`config.mk`:
```
export PLATFORM = sky130hd
export DESIGN_NAME = ym3438_pg_detune_apply_flat
export DESIGN_NICKNAME = d
export VERILOG_FILES = /design/src/rtl/ym3438_pg_detune_apply_if.sv /design/src/rtl/ym3438_pg_detune_apply.sv /design/src/flat_wrapper.sv
export SDC_FILE = /design/constraint.sdc
export NUM_CORES = 1
export LEC_CHECK = 0
export ABC_AREA = 1
export CORE_ASPECT_RATIO = 1.2
export CORE_MARGIN = 5
export CORE_UTILIZATION = 29
export DETAILED_ROUTE_END_ITERATION = 12
export HOLD_SLACK_MARGIN = 0.05
export PLACE_DENSITY = 0.46
export SLEW_MARGIN = 20
export SYNTH_ARGS = -nofsm -noshare
export SYNTH_HDL_FRONTEND = slang
export SYNTH_SLANG_ARGS = --single-unit
```
`constraint.sdc`:
```
create_clock -name MCLK -period 3.1 [get_ports MCLK]
set_input_delay 0.465 -clock MCLK [delete_from_list [all_inputs] [get_ports MCLK]]
set_output_delay 0.465 -clock MCLK [all_outputs]
set_load 0.01 [all_outputs]
```
`src/rtl/ym3438_pg_detune_apply_if.sv`:
```
// Slot-rate bus between the detune/frequency sources and the PG detune-apply stage.
// master drives the per-slot operands and phase enables; slave returns the phase increment and slot tag.
interface ym3438_pg_detune_apply_if #(
   parameter int INC_WIDTH = 20
);
   logic                 c1;
   logic                 c2;
   logic                 sync;
   logic [10:0]          fnum;
   logic [2:0]           block;
   logic [3:0]           multi;
   logic                 dt_sign;
   logic [4:0]           dt_value;
   logic [INC_WIDTH-1:0] pg_inc;
   logic [4:0]           slot;

   modport master (
      output c1, c2, sync, fnum, block, multi, dt_sign, dt_value,
      input  pg_inc, slot
   );

   modport slave (
      input  c1, c2, sync, fnum, block, multi, dt_sign, dt_value,
      output pg_inc, slot
   );
endinterface

```
`src/rtl/ym3438_pg_detune_apply.sv`:
```
// Applies detune to the per-slot base phase increment and scales it by MULTI (3-slot pipeline).
// Build option: define YM3438_PG_DT_CLAMP_EN to saturate the detune add/sub instead of wrapping.
module ym3438_pg_detune_apply #(
   parameter int SLOTS     = 24,
   parameter int INC_WIDTH = 20
) (
   input  logic                    MCLK,
   input  logic                    IC,
   ym3438_pg_detune_apply_if.slave bus
);

   // Two-phase pipeline: *_m are c1 masters, *_s are c2 slaves.
   logic [16:0] base_m, base_s;
   logic [3:0]  multi0_m, multi0_s;
   logic [16:0] det_m, det_s;
   logic [3:0]  multi1_m, multi1_s;
   logic [INC_WIDTH-1:0] inc_m;
   logic        sync_m;

   logic [17:0] base_full;
   logic [16:0] base_next;
   logic [16:0] det_next;
   logic [20:0] prod;
   logic [20:0] inc_sel;
`ifdef YM3438_PG_DT_CLAMP_EN
   logic [17:0] sum_ext;
   logic [17:0] diff_ext;
`endif

   always_comb begin
      base_full = {7'b0, bus.fnum} << bus.block;
      base_next = 17'(base_full >> 1);
`ifdef YM3438_PG_DT_CLAMP_EN
      sum_ext  = {1'b0, base_s} + {13'b0, bus.dt_value};
      diff_ext = {1'b0, base_s} - {13'b0, bus.dt_value};
      if (bus.dt_sign)
         det_next = diff_ext[17] ? 17'h00000 : diff_ext[16:0];
      else
         det_next = sum_ext[17] ? 17'h1FFFF : sum_ext[16:0];
`else
      det_next = bus.dt_sign ? (base_s - {12'b0, bus.dt_value})
                             : (base_s + {12'b0, bus.dt_value});
`endif
      prod    = {4'b0, det_s} * {17'b0, multi1_s};
      inc_sel = (multi1_s == 4'd0) ? {5'b0, det_s[16:1]} : prod;
   end

   always_ff @(posedge MCLK) begin
      if (!IC) begin
         base_m     <= '0;
         base_s     <= '0;
         multi0_m   <= '0;
         multi0_s   <= '0;
         det_m      <= '0;
         det_s      <= '0;
         multi1_m   <= '0;
         multi1_s   <= '0;
         inc_m      <= '0;
         sync_m     <= 1'b0;
         bus.pg_inc <= '0;
         bus.slot   <= '0;
      end else if (bus.c1) begin
         base_m   <= base_next;
         multi0_m <= bus.multi;
         det_m    <= det_next;
         multi1_m <= multi0_s;
         inc_m    <= INC_WIDTH'(inc_sel);
         // Compare against 1 so an unknown sync is treated as "no sync".
         sync_m   <= (bus.sync === 1'b1);
      end else if (bus.c2) begin
         base_s     <= base_m;
         multi0_s   <= multi0_m;
         det_s      <= det_m;
         multi1_s   <= multi1_m;
         bus.pg_inc <= inc_m;
         // Output tag trails the input slot by the pipeline depth.
         if (sync_m)
            bus.slot <= 5'd3;
         else if (bus.slot == 5'(SLOTS - 1))
            bus.slot <= 5'd0;
         else
            bus.slot <= bus.slot + 5'd1;
      end
   end

endmodule

```
`src/flat_wrapper.sv`:
```
// flat-port wrapper written by rule: the top's interface ports become plain ports
module ym3438_pg_detune_apply_flat 
#(
   parameter int SLOTS     = 24,
   parameter int INC_WIDTH = 20
)
  (MCLK, IC, bus_c1, bus_c2, bus_sync, bus_fnum, bus_block, bus_multi, bus_dt_sign, bus_dt_value, bus_pg_inc, bus_slot);
  ym3438_pg_detune_apply_if #(.INC_WIDTH(INC_WIDTH)) bus_i ();
  input  logic MCLK;
  input  logic IC;
  input wire logic [$bits(bus_i.c1)-1:0] bus_c1;
  input wire logic [$bits(bus_i.c2)-1:0] bus_c2;
  input wire logic [$bits(bus_i.sync)-1:0] bus_sync;
  input wire logic [$bits(bus_i.fnum)-1:0] bus_fnum;
  input wire logic [$bits(bus_i.block)-1:0] bus_block;
  input wire logic [$bits(bus_i.multi)-1:0] bus_multi;
  input wire logic [$bits(bus_i.dt_sign)-1:0] bus_dt_sign;
  input wire logic [$bits(bus_i.dt_value)-1:0] bus_dt_value;
  output wire logic [$bits(bus_i.pg_inc)-1:0] bus_pg_inc;
  output wire logic [$bits(bus_i.slot)-1:0] bus_slot;
  assign bus_i.c1 = bus_c1;
  assign bus_i.c2 = bus_c2;
  assign bus_i.sync = bus_sync;
  assign bus_i.fnum = bus_fnum;
  assign bus_i.block = bus_block;
  assign bus_i.multi = bus_multi;
  assign bus_i.dt_sign = bus_dt_sign;
  assign bus_i.dt_value = bus_dt_value;
  assign bus_pg_inc = bus_i.pg_inc;
  assign bus_slot = bus_i.slot;
  ym3438_pg_detune_apply #(.SLOTS(SLOTS), .INC_WIDTH(INC_WIDTH)) u_core (.MCLK(MCLK), .IC(IC), .bus(bus_i));
endmodule
```
### After elaboration in Yosys (flattened, before gate mapping)

Index checks and enable logic that the tools add are counted.

* register bits: 130
* word-level logic and storage cells: 26
* memories kept: 0
* input bits: 29
* ROM bits: 0
* output and inout bits: 25
* latch bits: 0
* bits in writable memories: 0

* divide/modulo/power cells: 0
* mux-type cells: 4
* reductions and logical operators: 2
* shifts and indexed selects: 1
* add/subtract/negate cells: 3
* magnitude comparators: 0
* bitwise operators: 1
* multipliers: 1
* equality and inequality tests: 2

Operators with widths (number)
* multiplier 17 x 4 -> 20 bit: 1
* two-way mux 20 bit: 1
* << shifter 11 x 3 -> 18 bit: 1
* adder 17 x 5 -> 17 bit: 1
* two-way mux 17 bit: 1
* subtractor 17 x 5 -> 17 bit: 1
* two-way mux 5 bit: 2
* adder 5 x 1 -> 5 bit, second input constant: 1
* equality test 5 bit, second input constant: 1
* logical NOT 4 bit: 1
* AND reduction 2 bit: 1
* === test 1 bit, second input constant: 1
* inverter 1 bit: 1

### Longest topological paths before layout

* word-level depth: 3
* depth in mapped cells: 20
* depth with buffers taken out: 20

### Worst setup path before layout

Ideal clock, no wire load.

* path type: register to register
* start: reg u_core.multi1_s[3]
* end: reg u_core.inc_m[16]
* required time: 2.980 ns
* arrival time: 3.068 ns
* clock period less this slack: 3.188 ns
* library setup time: 0.120 ns
* path slack: -0.088 ns
* buffers on the path: 2
* stages on the path, launching flop included: 19
* path through: dfxtp_1 > buf_4 > clkbuf_1 > nand2_1 > fa_1 > inv_1 > fa_1 > inv_1 > fa_1 > inv_1 > nand3_1 > nand3_2 > nand2_1 > nand2_1 > nand2_1 > nand2_1 > nand2_1 > nand3_1 > a21oi_1

* word-level cells in the longest chain between the ends: 2
* elaborated cells on any way between the ends: 3
* classes of those cells: 1 x mul; 1 x mux; 1 x reduce/logical

RTL lines
* start: declaration: line ym3438_pg_detune_apply.sv:16 `logic [3:0] multi1_m, multi1_s;`
* start signal: assignment: line ym3438_pg_detune_apply.sv:74 `multi1_s <= multi1_m;`
* multiplier 17 x 4 -> 20 bit or logical NOT 4 bit (tied branches): line ym3438_pg_detune_apply.sv:44, ym3438_pg_detune_apply.sv:45
* two-way mux 20 bit (*): line ym3438_pg_detune_apply.sv:45 `inc_sel = (multi1_s == 4'd0) ? {5'b0, det_s[16:1]} : prod;`
* end signal: assignment: line ym3438_pg_detune_apply.sv:67 `inc_m <= INC_WIDTH'(inc_sel);`
* end: declaration: line ym3438_pg_detune_apply.sv:17 `logic [INC_WIDTH-1:0] inc_m;`

Mark *: on every way between the ends. The rest lies on a longest branch, timed or not.
A chain may end at the register's enable or synchronous reset.

### Worst setup path in the final report

* start: reg u_core.multi1_s[3]
* end: reg u_core.inc_m[19]

The elaborated chain is that of the path after synthesis.

==> flow_metrics.env <==
export IMPL_gp_congestion=0.871
export IMPL_power_density_nw_per_um2=442
export IMPL_num_io_pins=54
export IMPL_cts_clk_slew_worst_paths_ns=0.06
export IMPL_layout_nets=1441
export IMPL_clockRootBuffer="clkbuf_16"
export IMPL_clock_sinks=130
export IMPL_numCtsBuffers=17
export IMPL_portBuffers=53
export IMPL_drt_iter0_drc=378
export IMPL_grt_pass1_wl_um=39900
export IMPL_placed_area_um2=9780
export IMPL_arrival_ns=3.37
export IMPL_fin_area_um2=10900
export IMPL_path_max_fanout=9
export IMPL_num_vias=7877
export IMPL_viasPerCell=4.53
export IMPL_htreeDepth=4
export IMPL_yosys_area_top_type="dfxtp_1"
export IMPL_grt_overflow=0
export IMPL_synth_top_area_share_pct=30.5
export IMPL_ctsHoldBuffers=0
export IMPL_status="finished, final reports clean"
export IMPL_setup_slack_ns=0.0846
export IMPL_start_util_pct=29.5
export IMPL_hold_viol=0
export IMPL_setup_viol=0
export IMPL_syn_to_final_growth_pct=27.9
export IMPL_grt_use_total_pct=14.8
export IMPL_clk_latency_ns=0.42
export IMPL_yosysSeqAreaShare_pct=30.5
export IMPL_die_y_um=198
export IMPL_max_cap_viol_count=0
export IMPL_slew_violations=0
export IMPL_finalPower_uw=4820
export IMPL_cp_end_kind="flip-flop"
export IMPL_power_leakage_uw=0.00535
export IMPL_cp_start_kind="flip-flop"
export IMPL_grt_pass1_vias=7877
export IMPL_grt_max_degree=51
export IMPL_grt_antenna_before_repair=0
export IMPL_vdd_drop_max_v=0.000368
export IMPL_slowest_stage="fa_1"
export IMPL_synth_cells=1254
export IMPL_final_antenna_net_count=0
export IMPL_clk_path_buf_depth=2
export IMPL_placed_cells=1699
export IMPL_ys_top_cells_by_area="dfxtp_1 31%, nand2_1 12%, inv_1 9.2%"
export IMPL_synthesis_nets=1356
export IMPL_yosys_warnings=0
export IMPL_die_width_um=167
export IMPL_dp_hpwl_um=18300
export IMPL_max_freq_ghz=0.332
export IMPL_ys_ff_latch=130
export IMPL_worstMarginPinSlew_ns=0.591
export IMPL_tritoncts="built"
export IMPL_finClkSkew_ns=0.00673
export IMPL_crit_chain="buf_12 -> buf_8 -> nand2_2 -> inv_2 -> fa_1 -> inv_1 -> fa_1 -> inv_2 -> ha_4 -> nand2_2 -> inv_2 -> nand2_4 -> buf_4 -> nor3_2 -> nand2_2 -> nand3_2 -> nand3_2 -> a21oi_2"
export IMPL_crit_type="reg -> reg"
export IMPL_netlist_cell_type_count=42
export IMPL_slew_headroom_pct=60.6
export IMPL_syn_area_um2=8530
export IMPL_slowest_delay_ns=0.52
export IMPL_fin_crit_sh_pct=97.3
export IMPL_wl_um=24200
export IMPL_hold_class="reg -> reg"
export IMPL_dp_worst_setup_slack_ns=-0.138
export IMPL_finalSetupTns_ns=0
export IMPL_cp_data_required_time_ns=3.46
export IMPL_postSynthAreaPerCell_um2=6.80
export IMPL_rsz0062_at_grt="true"
export IMPL_detail_route_wl_per_cell_um=13.9
export IMPL_layout_drive_gt1_share_pct=17.9
export IMPL_fp_coreArea_um2=28900
export IMPL_finalNonFillerCells=1737
export IMPL_antennaDiodeCount=0
export IMPL_first_pass_iters=6
export IMPL_drc=0
export IMPL_period_minus_slack_ns=3.02
export IMPL_rows=68
export IMPL_die_area_um2=32900
## cells by family after synthesis
logic type | after synthesis | share of synthesized area (%)
AOI/OAI and AO/OA | 243 | 15.9
xor gates and xnor gates | 18 | 1.85
adders and majority gates | 73 | 13.4
buffers and inverters | 270 | 12.6
DFF | 130 | 30.5
and+or+nand+nor | 520 | 25.6
## metrics by stage
stage | utilization, % | hold slack, ns
floorplan | - | 0.430
global placement | 33.8 | 0.440
detailed placement | 33.8 | 0.442
CTS | 36.4 | 0.451
global route | 37.7 | 0.476
finish | 37.7 | 0.448
## synthesized netlist by cell type (all sizes together)
library cell	n
nor2	142
o22ai	4
o21a	6
clkbuf	27
o211ai	10
a21oi	91
fa	31
nand2	287
nand3	64
a22oi	3
o21bai	7
a31oi	4
dfxtp	130
inv	216
xor2	14
nor3	7
a21boi	1
buf	27
nand4	7
o221ai	2
a211oi	3
ha	42
o21ai	106
nand3b	3
a21o	3
a32oi	1
a221oi	1
o41ai	1
or2	8
and2	2
xnor2	4
## critical path: cells and delay by family, from the launching register on
kind,cells,cell delay (ns)
AND/OR/NAND/NOR,7,0.54
flip-flops,1,0.33
AO/OA/AOI/OAI,1,0.15
buffers and inverters,7,0.62
adder cells (fa/ha/maj),3,1.30
## flip-flops by register name, indices dropped and copies added (netlist names), 5 cells and up
signal and flops:
u_core.bus.pg_inc 20, u_core.bus.slot 5, u_core.det_m 17, u_core.det_s 17, u_core.base_s 17, u_core.base_m 17, u_core.inc_m 20
## power breakdown
group          internal [µW]  switching (µW)
clock                   1270             809
combinational            370             519
sequential              1780            70.7
total                   3420            1400
## area by class of cell
cell class / instances / area (µm²)
inverter: 216 / 813
timing repair buffer: 120 / 1090
multi-input combinational: 854 / 5290
sequential: 130 / 2620
clock inverter: 15 / 181
tap: 385 / 482
fill: 3171 / 18000
clock buffer: 17 / 425
## final timing paths
path	startpoint	end	slack [ns]	cells past startpoint
setup / recovery	u_core.multi1_s[3]	u_core.inc_m[19]	0.08	18
hold / removal	u_core.det_m[9]	u_core.det_s[9]	0.45	2
setup reg to reg	u_core.multi1_s[3]	u_core.inc_m[19]	0.08	18
hold reg to reg	u_core.det_m[9]	u_core.det_s[9]	0.45	2
## per-layer routing
metal	vias up	GRT usage, %	routed length [µm]
met3	31	2.16	470
met1	3647	17.7	10700
met5	-	0	0
met2	83	27.2	12400
met4	0	5.15	592
li1	4116	-	-
## repair_timing
action | CTS | global route
pin swaps | 3 | 42
setup buffers | 0 | 6
gates resized for setup | 20 | 109
setup endpoints to repair | 10 | 15
## placed cells by master (no fill, tap or decap), types with 27 or more instances in the layout
master           count
nor2_1             132
dfxtp_1            125
fa_1                30
o21ai_0             90
nand2_1            238
buf_4               61
nand2_2             39
inv_1              187
inv_2               27
nand3_1             48
ha_1                29
a21oi_1             81
clkdlybuf4s50_1     51
(Power assumes the default switching activity.)
==> RTL change 1, RTL diff (same settings) <==
Add a define of `YM3438_PG_DT_CLAMP_EN`.
--- a/src/rtl/ym3438_pg_detune_apply.sv
+++ b/src/rtl/ym3438_pg_detune_apply.sv
@@ -1,4 +1,6 @@
 // Applies detune to the per-slot base phase increment and scales it by MULTI (3-slot pipeline).
 // Build option: define YM3438_PG_DT_CLAMP_EN to saturate the detune add/sub instead of wrapping.
+`define YM3438_PG_DT_CLAMP_EN
+
 module ym3438_pg_detune_apply #(
    parameter int SLOTS     = 24,
Formal check against the unedited RTL: not equivalent (Yosys sat finds a counterexample within 10 cycles, from zero or initial values).
==> RTL change 1 against the original RTL <==
Routed wire length grew 13%; area after synthesis grew 2.1%; die area grew 2.0%; clock power shrank 9%; global-route usage grew 1.4 points; worst setup slack gained 18 ps; total power shrank 3.0%; final area grew 2.4%; sequential cell count is the same.
==> RTL change 1: results (changes against the original RTL) <==
[yosys] Seq/Total Area, Yosys 29.9% [was 30.5%]
[finish] Multi-Input Combinational 928 [was 854]
[yosys] post-synthesis share of cell area spent on full adders, half adders and majority gates 12.2% [was 13.4%]
[cts] post-cts resize count 28 [was 20]
[finish] final-layout clock buffer total 27 [was 17]
[finish] sequential cell area in the final layout 2610 µm² [was 2620 µm²]
[timing] Hold Worst Slack 451 ps [was 448 ps]
[yosys] post-synth cell types 47 [was 42]
[placement] placed cell area 9920 µm² [was 9780 µm²]
[power] Pwr Total 4.68 mW [was 4.82 mW]
[finish] fraction of area in multi-input gates 50.2% [was 48.5%]
[finish] core utilization of the finished layout 37.7% [about the same]
[grt] via count of the first global-routing pass 8523 [was 7877]
[worst_setup_path] largest fanout on the critical path 8 [was 9]
[yosys] Compound-Gate Fraction of Synth Area 14.5% [was 15.9%]
[timing] clock tree skew after final layout 5.81 ps [was 6.73 ps]
[routing] final routed wire length divided by cell count 15.0 µm [was 13.9 µm]
[yosys] parity-gate share of the synthesized area counting xor and xnor cells 1.71% [was 1.85%]
[finish] # nets final 1507 [was 1441]
[placement] final estimated routing congestion in global placement 0.898 [was 0.871]
[worst_setup_path] minimum setup slack among reg-to-reg paths 100 ps [was 80 ps]
[routing] number of design-rule violations left by the first detailed-router iteration 373 [was 378]
[power] leakage power total 5.39 nW [was 5.35 nW]
[finish] sequential cells 130 [unchanged]
[power] combinational cell power 911 µW [was 889 µW]
[worst_setup_path] count of cells along the worst register-to-register path 16 [was 18]
[finish] fraction of layout instances using a drive strength above 1 17.8% [was 17.9%]
[yosys] multiplexer share of the synthesized area 0.115% [was 0%]
[power] worst voltage drop across the vdd grid 0.336 mV [was 0.368 mV]
[routing] Vias/cell 4.69 [was 4.53]
[floorplan] core region area 29600 µm² [was 28900 µm²]
[min_path] worst hold endpoint u_core.det_s[16]$_SDFFE_PN0P_ [was u_core.det_s[9]$_SDFFE_PN0P_]
[worst_setup_path] Critical Path AT 3260 ps [was 3370 ps]
[timing] Slew @ Worst Pin 846 ps [was 591 ps]
[outcome] outcome completed [unchanged]
[grt] number of antenna violations at the first check in global routing 1 [was 0]
[grt] all-layer global routing usage 16.2% [was 14.8%]
[grt] pin count of the biggest net entering global routing 49 [was 51]
[finish] count of non-filler cells in the finished layout 1815 [was 1737]
[finish] non-clock inverter instance count of the final layout 206 [was 216]
[yosys] leading post-synthesis cells by cell area dfxtp_1, nand2_1, inv_1, nor2_1, fa_1 [was dfxtp_1, nand2_1, inv_1, fa_1, ha_1]
[RTL change 1: changes by cell type after synthesis, moves of 9 or more]
cell / unedited run / this run
inv_1: 208 / 198
o21ai_1: 14 / 1
nor2_1: 139 / 176
nand4_1: 7 / 16
buf_4: 13 / 3
nand3_1: 56 / 78
o21ai_0: 92 / 116
nand2_1: 276 / 300
[RTL change 1: logic make-up (layout without fill, tap and decap cells)]
logic type	after synthesis	count (layout)
flops	130	130
compound gates	234	234
mux	1	1
fa+ha+maj	66	66
xor+xnor	17	17
buf+inv	266	367
simple gates	610	610
[RTL change 1: per-layer routing]
| metal | vias up | global-route usage, % | share of wire (%) |
|---|---|---|---|
| li1 | 4358 | - | - |
| met1 | 3989 | 18.9 | 44 |
| met2 | 121 | 30.2 | 51 |
| met3 | 41 | 2.21 | 2.2 |
| met4 | 2 | 6.07 | 2.7 |
| met5 | - | 0 | 0.048 |
==> RTL change 2, RTL diff (same settings) <==
Made on the original files. Register the input `IC` before use. The logic sees it one clock later. The other inputs are not delayed to match.
--- a/src/rtl/ym3438_pg_detune_apply.sv
+++ b/src/rtl/ym3438_pg_detune_apply.sv
@@ -9,4 +9,10 @@
    ym3438_pg_detune_apply_if.slave bus
 );
+
+   logic IC_q;
+
+   always_ff @(posedge MCLK) begin
+      IC_q <= IC;
+   end
 
    // Two-phase pipeline: *_m are c1 masters, *_s are c2 slaves.
@@ -47,5 +53,5 @@
 
    always_ff @(posedge MCLK) begin
-      if (!IC) begin
+      if (!IC_q) begin
          base_m     <= '0;
          base_s     <= '0;
Function: changed (Yosys sat finds a counterexample within 4 cycles, from zero or initial values).
==> RTL change 2 against the original RTL <==
Critical endpoint is now u_core.inc_m[7]$_SDFFE_PN0P_; maximum frequency grew 0.20%; largest cell class unchanged; core utilization grew 0.052 points; largest power group is now registers; worst setup slack better by 5.9 ps; sequential cell count rose by 1; total power down 4.5%; final area up 0.14%; routed wire length increased by 1.7%; clock power is 12% lower; area after synthesis is 0.23% higher.
==> RTL change 2: results (changes against the original RTL) <==
[outcome] outcome completed [unchanged]
[grt] global-route wire length before repair 40100 µm [was 39900 µm]
[placement] final estimated routing congestion in global placement 0.905 [was 0.871]
[yosys] mean area per synthesized cell 6.81 µm² [was 6.80 µm²]
[yosys] list of most frequent post-synthesis cells nand2_1, inv_1, nor2_1, dfxtp_1, o21ai_0 [unchanged]
[finish] fraction of layout instances using a drive strength above 1 18.1% [was 17.9%]
[routing] metal2 WL 12800 µm [was 12400 µm]
[grt] met2 usage 27.7% [was 27.2%]
[placement] placed cell area 9880 µm² [was 9780 µm²]
[yosys] Seq/Total Area, Yosys 30.7% [was 30.5%]
[floorplan] die area 33000 µm² [was 32900 µm²]
[finish] synthesis-to-layout area growth 27.7% [was 27.9%]
[timing] Hold Worst Slack 442 ps [was 448 ps]
[timing] Slew @ Worst Pin 778 ps [was 591 ps]
[routing] iteration count of the initial detailed-routing pass 4 [was 6]
[yosys] leading post-synthesis cells by cell area dfxtp_1, nand2_1, inv_1, fa_1, ha_1 [unchanged]
[min_path] worst hold endpoint u_core.det_s[10]$_SDFFE_PN0P_ [was u_core.det_s[9]$_SDFFE_PN0P_]
[finish] # nets final 1455 [was 1441]
[placement] HPWL after detailed placement 18400 µm [was 18300 µm]
[timing] worst-case setup margin in the final layout 90.5 ps [was 84.6 ps]
[routing] detailed-route wire length 24600 µm [was 24200 µm]
[worst_setup_path] delay contributed by the slowest stage of the critical path 540 ps [was 520 ps]
[power] worst voltage drop across the vdd grid 0.357 mV [was 0.368 mV]
[timing] clock tree skew after final layout 8.00 ps [was 6.73 ps]
[finish] clock buffer and inverter area fraction after layout 4.80% [was 5.57%]
[routing] routed wl met3 578 µm [was 470 µm]
[worst_setup_path] end point of the critical path u_core.inc_m[7]$_SDFFE_PN0P_ [was u_core.inc_m[19]$_SDFFE_PN0P_]
[grt] via count of the first global-routing pass 7998 [was 7877]
[placement] Cell Count Post-Placement 1715 [was 1699]
[finish] count of filler cells inserted in the layout 3157 [was 3171]
[grt] met1 track demand over resource in global routing 17.9% [was 17.7%]
RTL change 2: cell count changes in the layout (fill, tap and decap cells not counted), sizes merged:
cell and delta:
clkdlybuf4s50 +1, dfxtp +1, bufinv -3, inv -4
clkinvlp +1, buf +12, clkbuf +6, clkinv -1
RTL change 2: logic make-up after synthesis:
logic type,after synthesis,share of synthesized area (%)
flip-flops,131,30.7
XOR/XNOR,18,1.84
buffers and inverters,270,12.6
adder cells (fa/ha/maj),73,13.4
AND/OR/NAND/NOR,520,25.6
AO/OA/AOI/OAI,243,15.9
RTL change 2: power groups by stage:
stage	clock [mW]	sequential [mW]	combinational, mW
after CTS	1.90	1.87	0.876
after global routing	1.96	1.88	1.01
after floorplan	0	1.88	0.534
after detailed placement	0	1.90	0.853
after global placement	0	1.90	0.853
final	1.84	1.87	0.898
RTL change 2: timing repair:
action / in CTS / in global routing
gates resized for setup: 25 / 97
pin swaps: 4 / 50
setup endpoints to repair: 15 / 20
setup buffers: 0 / 5
cloned: 0 / 0
